**src/rtl/traffic_ctrl_pkg.sv**
```systemverilog
// Shared types, default durations and the demand-driven phase selection
// for the multi-approach traffic-light controller.
package traffic_ctrl_pkg;

  typedef enum logic [1:0] {
    ST_ALLRED = 2'd0,
    ST_GREEN  = 2'd1,
    ST_YELLOW = 2'd2
  } tlc_state_e;

  localparam int MAX_NCH      = 8;
  localparam int DEF_GREEN_T  = 10;
  localparam int DEF_GREEN_FM = 4;
  localparam int DEF_YLW_T    = 3;
  localparam int DEF_ALLRED_T = 1;
  localparam int DEF_PRESCALE = 16;

  // First requesting approach after phase (cyclic, phase itself last);
  // falls back to plain round-robin when nobody is requesting.
  function automatic logic [2:0] next_phase(input logic [2:0] phase,
                                            input logic [7:0] req,
                                            input int unsigned nch);
    logic [2:0]  res;
    logic [2:0]  idx3;
    logic        found;
    int unsigned p;
    p     = 32'(phase);
    res   = 3'((p + 32'd1) % nch);
    found = 1'b0;
    for (int unsigned k = 1; k <= MAX_NCH; k++) begin
      if ((k <= nch) && !found) begin
        idx3 = 3'((p + k) % nch);
        if (req[idx3]) begin
          res   = idx3;
          found = 1'b1;
        end else begin
          found = 1'b0;
        end
      end else begin
        found = found;
      end
    end
    return res;
  endfunction

endpackage

```
**src/rtl/tlc_prescaler.sv**
```systemverilog
// Tick generator: divides the clock by PRESCALE, or ticks every cycle
// while test is high (counter parked at zero so it restarts cleanly).
module tlc_prescaler #(
  parameter int PRESCALE = 16
) (
  input  logic clk,
  input  logic rst_n,
  input  logic test,
  output logic tick
);

  localparam int PCW = $clog2(PRESCALE);

  logic [PCW-1:0] pre_r;
  logic           wrap_s;

  assign wrap_s = (pre_r == PCW'(PRESCALE - 1));
  assign tick   = test | wrap_s;

  // Prescaler counter, held at zero in test mode
  always_ff @(posedge clk or negedge rst_n) begin
    if (!rst_n) begin
      pre_r <= '0;
    end else if (test) begin
      pre_r <= '0;
    end else if (wrap_s) begin
      pre_r <= '0;
    end else begin
      pre_r <= pre_r + PCW'(1);
    end
  end

endmodule

```
**src/rtl/traffic_ctrl_multi.sv**
```systemverilog
// Round-robin multi-approach traffic-light controller with demand-driven
// phase skipping; lamps are registered from the next-state decode.
module traffic_ctrl_multi
  import traffic_ctrl_pkg::*;
#(
  parameter int NCH        = 2,
  parameter int TW         = 8,
  parameter int GREEN_T    = DEF_GREEN_T,
  parameter int GREEN_FM_T = DEF_GREEN_FM,
  parameter int YLW_T      = DEF_YLW_T,
  parameter int ALLRED_T   = DEF_ALLRED_T,
  parameter int PRESCALE   = DEF_PRESCALE
) (
  input  logic                   CK,
  input  logic                   CLRN,
  input  logic                   FM,
  input  logic                   TEST,
  input  logic [NCH-1:0]         REQ,
  output logic [NCH-1:0]         GRN,
  output logic [NCH-1:0]         YLW,
  output logic [NCH-1:0]         RED,
  output logic [$clog2(NCH)-1:0] PHASE
);

  localparam int PW = $clog2(NCH);
  localparam logic [TW-1:0] GREEN_LD  = TW'(GREEN_T - 1);
  localparam logic [TW-1:0] GREENF_LD = TW'(GREEN_FM_T - 1);
  localparam logic [TW-1:0] YLW_LD    = TW'(YLW_T - 1);
  localparam logic [TW-1:0] ALLRED_LD = TW'(ALLRED_T - 1);

  tlc_state_e     state_r, state_nx_s;
  logic [TW-1:0]  tmr_r, tmr_nx_s;
  logic [PW-1:0]  phase_r, phase_nx_s;
  logic [NCH-1:0] grn_r, ylw_r, red_r;
  logic [NCH-1:0] grn_nx_s, ylw_nx_s, onehot_s;
  logic [7:0]     req_ext_s;
  logic           tick_s;

  tlc_prescaler #(.PRESCALE(PRESCALE)) u_prescaler (
    .clk   (CK),
    .rst_n (CLRN),
    .test  (TEST),
    .tick  (tick_s)
  );

  // Next state, timer reload and phase selection, then lamp decode
  always_comb begin
    state_nx_s = state_r;
    tmr_nx_s   = tmr_r;
    phase_nx_s = phase_r;
    req_ext_s  = 8'd0;
    req_ext_s[NCH-1:0] = REQ;
    if (tick_s) begin
      if (tmr_r != TW'(0)) begin
        tmr_nx_s = tmr_r - TW'(1);
      end else begin
        case (state_r)
          ST_ALLRED: begin
            state_nx_s = ST_GREEN;
            phase_nx_s = PW'(next_phase(3'(phase_r), req_ext_s, NCH));
            tmr_nx_s   = FM ? GREENF_LD : GREEN_LD;
          end
          ST_GREEN: begin
            state_nx_s = ST_YELLOW;
            tmr_nx_s   = YLW_LD;
          end
          ST_YELLOW: begin
            state_nx_s = ST_ALLRED;
            tmr_nx_s   = ALLRED_LD;
          end
          default: begin
            state_nx_s = ST_ALLRED;
            tmr_nx_s   = ALLRED_LD;
          end
        endcase
      end
    end else begin
      tmr_nx_s = tmr_r;
    end

    onehot_s = '0;
    onehot_s[phase_nx_s] = 1'b1;
    grn_nx_s = '0;
    ylw_nx_s = '0;
    case (state_nx_s)
      ST_GREEN:  grn_nx_s = onehot_s;
      ST_YELLOW: ylw_nx_s = onehot_s;
      ST_ALLRED: grn_nx_s = '0;
      default:   grn_nx_s = '0;
    endcase
  end

  // State, timer, phase and lamp registers
  always_ff @(posedge CK or negedge CLRN) begin
    if (!CLRN) begin
      state_r <= ST_ALLRED;
      tmr_r   <= ALLRED_LD;
      phase_r <= PW'(NCH - 1);
      grn_r   <= '0;
      ylw_r   <= '0;
      red_r   <= '1;
    end else begin
      state_r <= state_nx_s;
      tmr_r   <= tmr_nx_s;
      phase_r <= phase_nx_s;
      grn_r   <= grn_nx_s;
      ylw_r   <= ylw_nx_s;
      red_r   <= ~(grn_nx_s | ylw_nx_s);
    end
  end

  assign GRN   = grn_r;
  assign YLW   = ylw_r;
  assign RED   = red_r;
  assign PHASE = phase_r;

endmodule

```
**config.mk**
```make
export PLATFORM = sky130hd
export DESIGN_NAME = traffic_ctrl_multi
export DESIGN_NICKNAME = d
export VERILOG_FILES = /design/src/rtl/traffic_ctrl_pkg.sv /design/src/rtl/tlc_prescaler.sv /design/src/rtl/traffic_ctrl_multi.sv
export SDC_FILE = /design/constraint.sdc
export NUM_CORES = 1
export LEC_CHECK = 0
export ABC_AREA = 1
export BUFFER_PORTS_ARGS = -buffer_cell sky130_fd_sc_hd__buf_2
export CAP_MARGIN = 20
export CORE_MARGIN = 1
export CORE_UTILIZATION = 50
export DETAILED_ROUTE_END_ITERATION = 8
export GPL_TIMING_DRIVEN = 0
export HOLD_SLACK_MARGIN = 0.05
export PLACE_DENSITY = 0.73
export SYNTH_ARGS = -nofsm -noshare
export SYNTH_HDL_FRONTEND = slang
export SYNTH_SLANG_ARGS = --single-unit
export TNS_END_PERCENT = 100
```
**constraint.sdc**
```tcl
create_clock -name CK -period 1.4 [get_ports CK]
set_clock_uncertainty 0.15 [all_clocks]
set_input_delay 0.14 -clock CK [delete_from_list [all_inputs] [get_ports CK]]
set_output_delay 0.14 -clock CK [all_outputs]
set_load 0.1 [all_outputs]
```
# Word level (Yosys, flattened, before mapping)
# Index checks and enable logic that the tools add are counted.
dict set report word_totals {
  reg_bits 21
  input_bits 6
  output_inout_bits 7
  elab_cells 50
}
dict set report op_classes {
  add_sub_neg 4
  order_cmp 4
  n_eq_ne 4
  n_mux 25
  n_bitwise 3
  reduce_logical 3
}
# op n
set ops {}
lappend ops {{2-to-1 mux 1 bit} 14}
lappend ops {{2-to-1 mux 4 bit} 3}
lappend ops {{< comparator 1 x 4 -> 1 bit, second input constant} 2}
lappend ops {{2-to-1 mux 2 bit} 4}
lappend ops {{2-to-1 mux 8 bit} 1}
lappend ops {{case mux 4 bit (2 select lines)} 1}
lappend ops {{nonzero test 8 bit} 1}
lappend ops {{subtractor 8 x 1 -> 8 bit, second input constant} 1}
lappend ops {{adder 4 x 1 -> 4 bit, second input constant} 1}
lappend ops {{== test 2 x 1 -> 1 bit, second input constant} 2}
lappend ops {{== test 4 bit, second input constant} 1}
lappend ops {{case mux 2 bit (2 select lines)} 1}
lappend ops {{adder 1 bit, second input constant} 2}
lappend ops {{== test 2 bit, second input constant} 1}
lappend ops {{zero test 2 bit} 1}
lappend ops {{< comparator 1 x 2 -> 1 bit, second input constant} 1}
lappend ops {{NOT 2 bit} 1}
lappend ops {{OR 2 bit} 1}
lappend ops {{demux 1 bit (select 1 bit)} 1}
lappend ops {{greater-or-equal comparator 1 bit, second input constant} 1}
lappend ops {{logical AND 1 bit} 1}
lappend ops {{OR 1 bit} 1}

# Depth between registers and ports, before layout
# Gate-level depths: netlist of run 1.
dict set report depth {
  depth_word 18
  ltp_mapped 11
  ltp_nobuf 11
}

# By module
# From an unflattened synthesis of run 1, not the netlist that was laid out.
dict set report unflattened {
  cells_unflattened 127
  hier_area_um2 1047.3
}
# module instances cells_per_inst area_per_inst_um2 seq_area_each_um2
set by_module_without_submodules {}
lappend by_module_without_submodules {traffic_ctrl_multi 1 105 859.6 429.2}
lappend by_module_without_submodules {tlc_prescaler 1 22 187.7 100.1}

# Worst setup path after synthesis of run 1
# No wires, ideal clock.
dict set report synth_timing {
  path_type {register -> register}
  from {register phase_r (netlist: PHASE)}
  to {register red_r[0] (netlist: RED[0])}
  setup_ps 72
  t_arrival_ps 1474
  required_ps 1178
  setup_slack_ps -296
  stages_incl_launch_ff 10
  path_buffers 0
  period_less_slack_ps 1696
  cell_sequence {dfstp_2 > inv_1 > nand2_1 > nand2_1 > nand2_1 > nand4_1 > nand2_1 > nand3_1 > nand2_1 > inv_1}
}
dict set report synth_between {
  elab_chain_len 18
  word_cells_on_any_way 24
  classes_between {2 x add/sub; 2 x order compare; 17 x mux; 2 x bitwise; 1 x reduce/logical}
}
# element line_no
set synth_lines {}
lappend synth_lines {{start: declaration} traffic_ctrl_multi.sv:33} ;# logic [PW-1:0] phase_r, phase_nx_s;
lappend synth_lines {{start signal: assignment} traffic_ctrl_multi.sv:98} ;# phase_r <= PW'(NCH - 1);
lappend synth_lines {{start signal: assignment} traffic_ctrl_multi.sv:105} ;# phase_r <= phase_nx_s;
lappend synth_lines {{adder 1 bit} {traffic_ctrl_pkg.sv:28, traffic_ctrl_pkg.sv:32}}
lappend synth_lines {{2-to-1 mux 1 bit (implied by the code) (2 in a row)} traffic_ctrl_pkg.sv:33} ;# if (req[idx3]) begin
lappend synth_lines {{2-to-1 mux 1 bit} traffic_ctrl_pkg.sv:33}
lappend synth_lines {{2-to-1 mux 1 bit} traffic_ctrl_multi.sv:57} ;# case (state_r)
lappend synth_lines {{2-to-1 mux 1 bit} traffic_ctrl_multi.sv:54} ;# if (tmr_r != TW'(0)) begin
lappend synth_lines {{2-to-1 mux 1 bit} traffic_ctrl_multi.sv:53} ;# if (tick_s) begin
lappend synth_lines {{2-to-1 mux 1 bit} traffic_ctrl_pkg.sv:31} ;# if ((k <= nch) && !found) begin
lappend synth_lines {{2-to-1 mux 1 bit} traffic_ctrl_multi.sv:57}
lappend synth_lines {{2-to-1 mux 1 bit} traffic_ctrl_multi.sv:54}
lappend synth_lines {{2-to-1 mux 1 bit (*)} traffic_ctrl_multi.sv:53}
lappend synth_lines {{< comparator 1 x 2 -> 1 bit (implied by the code) or greater-or-equal comparator 1 bit (tied branches)} traffic_ctrl_multi.sv:82} ;# onehot_s[phase_nx_s] = 1'b1;
lappend synth_lines {{logical AND 1 bit (implied by the code)} traffic_ctrl_multi.sv:82}
lappend synth_lines {{2-to-1 mux 1 bit (implied by the code)} traffic_ctrl_multi.sv:82}
lappend synth_lines {{demux 1 bit (select 1 bit) (*)} traffic_ctrl_multi.sv:82}
lappend synth_lines {{2-to-1 mux 2 bit} traffic_ctrl_multi.sv:85} ;# case (state_nx_s)
lappend synth_lines {{OR 2 bit (*)} traffic_ctrl_multi.sv:108} ;# red_r <= ~(grn_nx_s | ylw_nx_s);
lappend synth_lines {{NOT 2 bit (*)} traffic_ctrl_multi.sv:108}
lappend synth_lines {{end signal: assignment} traffic_ctrl_multi.sv:108}
lappend synth_lines {{end: declaration} traffic_ctrl_multi.sv:34} ;# logic [NCH-1:0] grn_r, ylw_r, red_r;
# Every way passes the cells marked *; elsewhere a longest branch is shown, timed or not. The select of a mux whose other input is x is not followed.
# A chain may end at the register's enable or synchronous reset.

# Worst setup path in the final report of run 1
dict set report layout_timing {
  from {register u_prescaler.pre_r[0]}
  to {register tmr_r[4]}
}
dict set report layout_between {
  elab_chain_len 2
}
# element line_no
set layout_lines {}
lappend layout_lines {{start: declaration} tlc_prescaler.sv:14} ;# logic [PCW-1:0] pre_r;
lappend layout_lines {{start signal: assignment} tlc_prescaler.sv:29} ;# pre_r <= pre_r + PCW'(1);
lappend layout_lines {{== test 4 bit} tlc_prescaler.sv:17} ;# assign wrap_s = (pre_r == PCW'(PRESCALE - 1));
lappend layout_lines {{OR 1 bit} tlc_prescaler.sv:18} ;# assign tick = test | wrap_s;
lappend layout_lines {{end signal: assignment} traffic_ctrl_multi.sv:104} ;# tmr_r <= tmr_nx_s;
lappend layout_lines {{end: declaration} traffic_ctrl_multi.sv:32} ;# logic [TW-1:0] tmr_r, tmr_nx_s;
# No other way between the ends.

==> results of run 1 <==
-- worst max path at each step --
stage	start	end	slack, ps	depth (start not counted)
3_5_place_dp	u_prescaler.pre_r[0]	RED[0]	-230	10
4_1_cts	tmr_r[0]	RED[0]	-160	11
2_1_floorplan	PHASE	RED[0]	-130	9
5_1_grt	u_prescaler.pre_r[0]	tmr_r[4]	-310	7
6_report	u_prescaler.pre_r[0]	tmr_r[4]	-250	7
3_3_place_gp	u_prescaler.pre_r[0]	RED[0]	-230	10
-- critical path, stage by stage (launching register included) --
cell	delay (ps)
dfrtp_1	380
ha_2	190
nand3_2	80
nand2_4	130
buf_6	160
nand4_1	130
o21ai_0	240
a21oi_1	80
-- cells by family (layout without fill, tap and decap cells) --
logic type / count (synthesis) / after routing / share of synthesized area, %
xor+xnor: 3 / 3 / 2.47
simple gates: 63 / 63 / 30.2
compound gates: 11 / 11 / 5.52
buf+inv: 27 / 58 / 9.86
fa+ha+maj: 2 / 2 / 2.35
flops: 21 / 21 / 49.6
-- layout make-up --
| cell class | instances | area, um2 | area share (%) |
|---|---|---|---|
| Inverter | 26 | 97.6 | 6.67 |
| Multi-Input combinational cell | 79 | 543 | 37.1 |
| Buffer | 1 | 11.3 | 0.769 |
| Sequential cell | 21 | 534 | 36.5 |
| Tap cell | 27 | 33.8 | 2.31 |
| Timing Repair Buffer | 27 | 218 | 14.9 |
| Clock buffer | 4 | 26.3 | 1.79 |
-- state kept, by name, indices dropped and copies added, names as in the netlist --
signal and cells:
tmr_r 8, YLW 2, PHASE 1, u_prescaler.pre_r 4
GRN 2, state_r 2, RED 2
-- synth_stat cells, drive strengths merged --
library cell,number,area (um2)
dfrtp,18,450
ha,2,25.0
xor2,2,17.5
o21ai,5,25.0
inv,26,97.6
o211ai,1,7.51
buf,1,7.51
dfstp,3,78.8
nor3,4,25.0
nor4,1,6.26
a21oi,4,20.0
xnor2,1,8.76
nand4,3,18.8
nand3,12,82.6
a31oi,1,6.26
nor2,15,66.3
nand2,28,123
-- stage by stage --
stage               hold WS [ps]  instance area, um2  TNS (ps)
floorplan                   -306                1090      -631
global placement           -34.6                1180     -1570
detailed placement         -33.6                1180     -1800
CTS                          143                1400     -1490
global route                 193                1460     -3340
finish                       143                1460     -2230
-- layer usage --
| metal | wire length (um) | vias up | part of all wire, % |
|---|---|---|---|
| met2 | 1240 | 18 | 54 |
| met1 | 946 | 437 | 41 |
| li1 | - | 458 | - |
| met3 | 64 | 5 | 2.8 |
| met5 | 0 | - | 0 |
| met4 | 44 | 0 | 1.9 |
-- power by group through the flow --
| stage | logic (uW) | registers, uW | clock network, uW |
|---|---|---|---|
| global route | 1010 | 880 | 320 |
| global placement | 704 | 848 | 0 |
| CTS | 842 | 850 | 304 |
| floorplan | 409 | 1030 | 0 |
| detailed placement | 724 | 852 | 0 |
| finish | 912 | 865 | 303 |
-- repair_timing --
action,in CTS,in global routing
hold endpoints to repair,24,0
setup buffers,9,3
setup endpoints to repair,19,19
gates cloned,0,0
gates resized for setup,24,15
pin swaps,16,14
hold buffers,3,0
==> metrics.md, run 1 <==
| Metric | Value |
|---|---|
| I/O Pins | `13` |
| P_int | `1170 uW` |
| RR Endpoint | `tmr_r[4]` |
| GR Layer Usage met3 | `2.59%` |
| Routed WL | `2300 um` |
| Sequential share of power | `41.6%` |
| First-pass GRT wire length | `3420 um` |
| Cells after synthesis | `127` |
| Max_slew headroom | `67.7%` |
| # DRC | `0` |
| Maximum VDD drop | `0.00147 V` |
| Critical path class | `flip-flop to flip-flop` |
| Fmax | `607 MHz` |
| Placed cells | `166` |
| CTS Buffer Depth | `2` |
| Clock transition at path regs | `120 ps` |
| Syn_area_per_cell | `8.39 um2` |
| Chip Height | `48.2 um` |
| Global Route met1 Usage | `27.8%` |
| Largest net degree at the start of global routing | `22` |
| Switching power | `913 uW` |
| Pwr Density | `1420 nW/um2` |
| CP max FO | `10` |
| Data arrival, critical path | `1710 ps` |
| Worst Setup Start Kind | `flip-flop` |
| Worst r2r path cells | `7` |
| Worst reg2reg startpoint | `u_prescaler.pre_r[0]` |
| Status | `finished with violations` |
| CTS Buf Count | `3` |
| Violated checks | `setup timing` |
| Worst Tran Pin Value | `488 ps` |
| RSZ-0062 raised after global routing | `true` |
| DR WL/cell | `12.4 um` |
| Min-Delay Path Class | `input pin to asynchronous set/reset pin` |
| Mapped Area | `1070 um2` |
| Non-filler cells, final | `185` |
| First drt pass iteration count | `4` |
| Most frequent cells in the layout | `20 x inv_1, 17 x dfrtp_1, 14 x nand2_1, 11 x nor2_1, 10 x buf_4` |
| DR vias/cell | `4.96` |
| Setup slack at placement | `-234 ps` |
| # port buffers | `12` |
| Layout cells sized above 1 | `42.4%` |
| Core area | `1980 um2` |
| Die X | `48.2 um` |
| Final GP Congestion | `0.712` |
| DRT antenna net count | `0` |
| Fin crit period | `1650 ps` |
| Sw frac | `43.9%` |
| Final core utilization | `73.9%` |
| YS warnings | `0` |
| Share of the yosys chip area belonging to registers | `49.6%` |
| P&R area growth vs syn | `37.3%` |
| GR Overflow Total | `0` |
| Hold Vio Cnt, Final | `0` |
| CTS Root Buffer Type | `clkbuf_4` |
| GRT Overall Usage | `22.0%` |
| Power Total | `2080 uW` |
| Initial antenna violation count | `0` |
| Final period utilization | `118%` |
| Max-slew violations | `0` |
| Max-Cap Viols | `0` |
| Worst setup margin | `-248 ps` |
| Worst EP required | `1460 ps` |
| Die ar. | `2320 um2` |
| Final setup fails | `16` |
| Syn Nets | `135` |
| Synth cell types | `25` |
| Later-pin clock latency in the skew report | `320 ps` |
| N_diodes | `0` |
| GRT Max-Usage Layer | `met2` |
| Met2 usage in global routing | `37.3%` |
| Comb power frac | `43.9%` |
| R2r setup slk | `-250 ps` |
| Iter 0 DRT Violations | `29` |
| Crit. End Element | `flip-flop` |
| Final HPWL DP | `1390 um` |
| Clock power share | `14.6%` |
| Clock sinks | `21` |
| Leading cell type in the layout, fill and taps excluded | `inv_1` |
| Vias in the first global route | `833` |
| Fillers | `123` |
| CTS tree | `built` |
| Synthesized flop and latch total | `21` |
| H-tree levels | `1` |
| Initial core utilization | `53.8%` |
| Row cnt | `16` |
| # nets final | `167` |
| Vias | `918` |
| Leak pwr | `0.000734 uW` |
Power figures use the tool's default switching activity.
==> run 2, diff against run 1 <==
- ABC_AREA: 1 -> 0
- CORE_ASPECT_RATIO: not set -> 0.6
==> run 2 against run 1 <==
  * The run still ends with setup timing left
  * Clock-buffer cell count did not move
  * Critical path depth fell by 2
  * Core utilization rose by 8.3 points
  * Clock power rose by 29%
  * Synthesized cell count fell by 13%
  * Cell area rose by 10%
  * First-iteration DRC count rose by 31%
  * Wire length rose by 16%
  * Largest power group unchanged
==> metrics.md, run 2 <==
| Metric | Value |
|---|---|
| Routed WL | `2670 um` |
| DR WL/cell | `15.5 um` |
| Switching power | `1170 uW` |
| Final core utilization | `82.1%` |
| Initial antenna violation count | `0` |
| Ys flop type | `dfrtp_1` |
| # DRC | `0` |
| Pwr Density | `1680 nW/um2` |
| Synthesized flop and latch total | `21` |
| GRT Overall Usage | `24.3%` |
| Min-Delay Path Class | `input pin to flip-flop` |
| Leading cell type in the layout, fill and taps excluded | `dfrtp_1` |
| CP max FO | `8` |
| H-tree levels | `1` |
| P_int | `1540 uW` |
| Cells after synthesis | `110` |
| P&R area growth vs syn | `44.9%` |
| CTS Buf Count | `3` |
| Largest Register | `tmr_r` |
| Vias | `938` |
| Comb power frac | `49.4%` |
| Syn_area_per_cell | `10.1 um2` |
| Final HPWL DP | `1650 um` |
| Iter 0 DRT Violations | `38` |
| Sequential share of power | `36.2%` |
| CTS Root Buffer Type | `clkbuf_8` |
| Critical path class | `flip-flop to flip-flop` |
| Max_slew headroom | `64.4%` |
| First-pass GRT wire length | `4200 um` |
| Vias in the first global route | `877` |
| Fin crit period | `1760 ps` |
| Top flop regs | `tmr_r (8), u_prescaler.pre_r (4)` |
| Worst Tran Pin Value | `533 ps` |
| Most frequent cells in the layout | `17 x dfrtp_1, 15 x buf_4, 9 x buf_2, 6 x nor2_1, 6 x nand2_1` |
| Yosys top cell by area | `dfrtp_1` |
| Most common cell in the netlist | `dfrtp_1` |
| Area share of the largest cell type after synthesis | `40.4%` |
| Clock power share | `14.4%` |
| R2r setup slk | `-360 ps` |
| Hold Vio Cnt, Final | `0` |
| Worst Setup Start Kind | `flip-flop` |
| Core area | `1970 um2` |
| Synth top area cells | `dfrtp_1 40%, dfstp_2 7.1%, nand3_1 3.1%` |
| Synth cell types | `39` |
| DR vias/cell | `5.45` |
| Leak pwr | `0.000695 uW` |
| Final setup fails | `17` |
| Data arrival, critical path | `1800 ps` |
| N_diodes | `0` |
| Largest net degree at the start of global routing | `22` |
| Max FFs per register | `8` |
| EDFF count, synth | `0` |
| Maximum VDD drop | `0.000940 V` |
| Clock transition at path regs | `70 ps` |
| YS warnings | `0` |
| Sw frac | `43.2%` |
| Status | `finished with violations` |
| Violated checks | `setup timing` |
| DRT antenna net count | `0` |
| Worst setup margin | `-362 ps` |
| CTS tree | `built` |
| Post-synth top cells | `18 x dfrtp_1, 8 x nand2_1, 7 x inv_1, 7 x nand3_1, 7 x nor2_1` |
| # port buffers | `12` |
| Share of the yosys chip area belonging to registers | `47.5%` |
| Final period utilization | `126%` |
| Fmax | `567 MHz` |
| CTS Buffer Depth | `2` |
| Final GP Congestion | `0.840` |
| RSZ-0062 raised after global routing | `true` |
| Clock sinks | `21` |
| Max-slew violations | `0` |
| First drt pass iteration count | `4` |
| Mapped Area | `1110 um2` |
| Crit. End Element | `flip-flop` |
| Non-filler cells, final | `172` |
| Die ar. | `2430 um2` |
| # nets final | `153` |
| Later-pin clock latency in the skew report | `260 ps` |
| Initial core utilization | `56.7%` |
| I/O Pins | `13` |
| Die X | `63.0 um` |
| Layout cells sized above 1 | `50.7%` |
| Row cnt | `12` |
| Chip Height | `38.6 um` |
| Syn Nets | `118` |
| GR Overflow Total | `0` |
| Max-Cap Viols | `0` |
| Worst EP required | `1440 ps` |
| Placed cells | `150` |
| Post-synth ARST share | `100%` |
[run 2: cell types whose count changed after synthesis, moves of 4 or more]
cell,delta
nand2_1,-15
nor2b_1,+5
nor2_1,-6
inv_1,-18
nand2_2,-4
[run 2: routing by layer]
| layer | vias to the layer above | share of wire (%) | track usage (%) |
|---|---|---|---|
| li1 | 461 | - | - |
| met1 | 437 | 49 | 34.5 |
| met2 | 34 | 45 | 36.8 |
| met3 | 6 | 5.5 | 5.88 |
| met4 | 0 | 1.3 | 7.56 |
| met5 | - | 0 | 0 |
[run 2: power groups by stage]
| stage | logic (uW) | registers [uW] | clock network, uW |
|---|---|---|---|
| final | 1340 | 982 | 390 |
| after global routing | 1420 | 1010 | 428 |
| after CTS | 1210 | 979 | 396 |
| after detailed placement | 993 | 1000 | 0 |
| after global placement | 972 | 991 | 0 |
| after floorplan | 560 | 1250 | 0 |
[run 2: critical path: stages, from the launching register on]
cell and delay [ps]:
dfrtp_1 410, ha_4 180, a31o_2 290, nand3_4 170, or3_4 360, a21oi_2 130
[run 2: logic make-up (layout without fill, tap and decap cells)]
kind of cell / count (synthesis) / after routing / share of synthesized area (%)
XOR/XNOR: 3 / 3 / 2.36
AND/OR/NAND/NOR: 49 / 49 / 27.5
adder cells (fa/ha/maj): 2 / 2 / 2.24
multiplexers: 4 / 4 / 3.82
flip-flops: 21 / 21 / 47.5
AO/OA/AOI/OAI: 20 / 20 / 12.8
buffers and inverters: 11 / 45 / 3.82
[run 2: repair_timing]
item,in CTS,in global routing
gates resized for setup,13,15
pin swaps,10,7
hold buffers,2,0
endpoints found under the hold margin,23,0
setup endpoints to repair,20,18
setup buffers,13,3
[run 2: metrics by stage]
| step | setup slack [ps] | hold WS, ps | power, uW | TNS [ps] | area (um2) |
|---|---|---|---|---|---|
| after floorplan | -278 | -306 | 1810 | -2560 | 1210 |
| after global placement | -402 | -39.6 | 1960 | -4100 | 1310 |
| after detailed placement | -419 | -37.0 | 1990 | -4420 | 1310 |
| after CTS | -313 | 176 | 2580 | -4240 | 1520 |
| after global routing | -431 | 187 | 2860 | -6190 | 1620 |
| final | -362 | 180 | 2710 | -4970 | 1620 |
[run 2: final timing paths]
| path | end | from | cells past startpoint |
|---|---|---|---|
| setup / recovery | GRN[0] | u_prescaler.pre_r[0] | 5 |
| hold / removal | tmr_r[1] | FM | 4 |
| setup reg to reg | GRN[0] | u_prescaler.pre_r[0] | 5 |
| hold reg to reg | u_prescaler.pre_r[0] | u_prescaler.pre_r[0] | 2 |
| max in group asynchronous | PHASE | CLRN | 2 |
| min in group asynchronous | tmr_r[5] | CLRN | 2 |
[run 2: layout make-up]
type | count | area (um2)
Inverter | 7 | 26.3
Timing Repair Buffer | 30 | 231
Sequential cell | 21 | 534
Multi-Input combinational cell | 78 | 711
Clock buffer | 4 | 45.0
Tap cell | 28 | 35.0
Fill cell | 110 | 352
Buffer | 4 | 32.5
==> run 3, diff against run 2 <==
--- a/constraint.sdc
+++ b/constraint.sdc
@@ -4,2 +4,2 @@
 set_output_delay 0.14 -clock CK [all_outputs]
-set_load 0.1 [all_outputs]
+set_load 0.05 [all_outputs]
==> run 3 against run 2 <==
  * Sequential share of layout area is essentially flat
  * Core utilization is 0.64 points lower
  * Setup slack lost 11 ps
  * Die area did not move
  * The flow still finishes with violations (setup timing)
  * Via count rose by 6.2%
  * Global-route usage decreased by 0.29 points
==> metrics.md, run 3 (synthesis gave the netlist of run 2 again) <==
| Metric | Value |
|---|---|
| DR WL/cell | `17.0 um` |
| Worst Setup Start Kind | `flip-flop` |
| CTS Buffer Depth | `2` |
| R2r setup slk | `-370 ps` |
| GRT Overall Usage | `24.0%` |
| Max-slew violations | `0` |
| Final period utilization | `127%` |
| CTS tree | `built` |
| Vias | `996` |
| Initial core utilization | `56.7%` |
| Fin crit period | `1770 ps` |
| Worst Tran Pin Value | `477 ps` |
| Routed WL | `2900 um` |
| Final setup fails | `17` |
| Chip Height | `38.6 um` |
| Largest net degree at the start of global routing | `22` |
| Clock transition at path regs | `80 ps` |
| Critical path's slowest cell | `dfrtp_1` |
| RSZ-0062 raised after global routing | `true` |
| H-tree levels | `1` |
| Min-Delay Path Class | `input pin to flip-flop` |
| # DRC | `0` |
| Hold Vio Cnt, Final | `0` |
| CTS Root Buffer Type | `clkbuf_8` |
| Later-pin clock latency in the skew report | `270 ps` |
| P&R area growth vs syn | `43.8%` |
| Row cnt | `12` |
| Final GP Congestion | `0.838` |
| Fillers | `114` |
| GR Overflow Total | `0` |
| Leak pwr | `0.000700 uW` |
| Hold endpoint | `u_prescaler.pre_r[0]` |
| Iter 0 DRT Violations | `68` |
| CP top delay family | `simple AND/OR/NAND/NOR gates` |
| Layout cells sized above 1 | `52.8%` |
| Most frequent cells in the layout | `17 x dfrtp_1, 12 x buf_2, 12 x buf_4, 6 x nor2_1, 6 x nand3_1` |
| Pwr Density | `1570 nW/um2` |
| Top flop regs | `tmr_r (8), u_prescaler.pre_r (4)` |
| First-pass GRT wire length | `4290 um` |
| Worst EP required | `1430 ps` |
| Critical path class | `flip-flop to flip-flop` |
| Crit. End Element | `flip-flop` |
| Initial antenna violation count | `0` |
| Leading cell type in the layout, fill and taps excluded | `dfrtp_1` |
| CP bufs+invs | `3` |
| Worst setup margin | `-374 ps` |
| Vias in the first global route | `883` |
| RR Endpoint | `RED[0]` |
| Fmax | `564 MHz` |
| Max_slew headroom | `68.2%` |
| Worst reg2reg startpoint | `tmr_r[0]` |
| CP max FO | `10` |
| Status | `finished with violations` |
| Critical path's largest stage delay | `390 ps` |
| First drt pass iteration count | `4` |
| Clock sinks | `21` |
| Setup TNS | `-5240 ps` |
| Power Total | `2510 uW` |
| Worst r2r path cells | `8` |
| Hold Path Stages | `3` |
| CP cell instances | `inv_2 > ha_4 > nor3b_4 > nand3_4 > buf_4 > buf_6 > nor3_2 > a211oi_2` |
| Final HPWL DP | `1560 um` |
| Core area | `1970 um2` |
| Data arrival, critical path | `1810 ps` |
| Maximum VDD drop | `0.000930 V` |
| DR vias/cell | `5.86` |
| Max FFs per register | `8` |
| DRT antenna net count | `0` |
| Die X | `63.0 um` |
| # port buffers | `12` |
| I/O Pins | `13` |
| CTS Buf Count | `3` |
| Violated checks | `setup timing` |
| Largest Register | `tmr_r` |
| Max-Cap Viols | `0` |
| N_diodes | `0` |
| # nets final | `151` |
| Hold path start | `TEST` |
| Die ar. | `2430 um2` |
[run 3: worst max-delay path by stage]
| stage | from | to | slack, ps | depth (start not counted) |
|---|---|---|---|---|
| floorplan | u_prescaler.pre_r[0] | tmr_r[6] | -280 | 5 |
| global placement | tmr_r[1] | GRN[0] | -400 | 6 |
| detailed placement | tmr_r[1] | GRN[0] | -400 | 6 |
| CTS | tmr_r[0] | RED[0] | -310 | 7 |
| global route | u_prescaler.pre_r[0] | GRN[0] | -430 | 7 |
| finish | tmr_r[0] | RED[0] | -370 | 8 |
[run 3: worst reg2reg max path, cell delays in order (launching register included)]
cell and delay [ps]:
dfrtp_1 390, inv_2 80, ha_4 150, nor3b_4 250
nand3_4 140, buf_4 170, buf_6 140, nor3_2 180
a211oi_2 50
[run 3: final cells by class]
cell class	instances	area (um2)	share of cell area (%)
Sequential cell	21	531	33.1
Clock inverter	1	5.00	0.312
Inverter	7	26.3	1.64
Tap cell	28	35.0	2.19
Multi-Input combinational cell	78	732	45.7
Buffer	3	28.8	1.80
Timing Repair Buffer	29	204	12.7
Clock buffer	3	41.3	2.58
[run 3: power by group]
part | internal, uW | leakage (uW) | switching [uW] | total (uW)
combinational | 480 | 0.000413 | 654 | 1130
clock | 199 | 0.0000255 | 196 | 394
sequential | 782 | 0.000261 | 204 | 986
[run 3: metal layers]
| metal | global-route usage [%] | up-vias | share of wire (%) |
|---|---|---|---|
| met1 | 34.1 | 502 | 48 |
| met3 | 5.29 | 4 | 4.3 |
| met4 | 5.23 | 0 | 0.59 |
| met5 | 0 | - | 0 |
| met2 | 37.9 | 35 | 47 |
| li1 | - | 455 | - |
[run 3: metrics by stage]
step / worst slack [ps] / area [um2] / hold slack [ps] / utilization (%) / instances
finish: -374 / 1600 / 125 / 81.5 / 170
global route: -434 / 1600 / 153 / 81.5 / 170
CTS: -306 / 1510 / 118 / 76.9 / 167
floorplan: -278 / 1230 / -306 / - / 110
global placement: -401 / 1320 / -35.9 / 67.2 / 150
detailed placement: -403 / 1320 / -30.0 / 67.2 / 150
[run 3: repair_timing]
item,CTS,global route
setup buffers,12,3
pin swaps,6,13
hold buffers,2,0
gates resized for setup,6,15
endpoints found under the setup margin,17,17
endpoints found under the hold margin,23,0
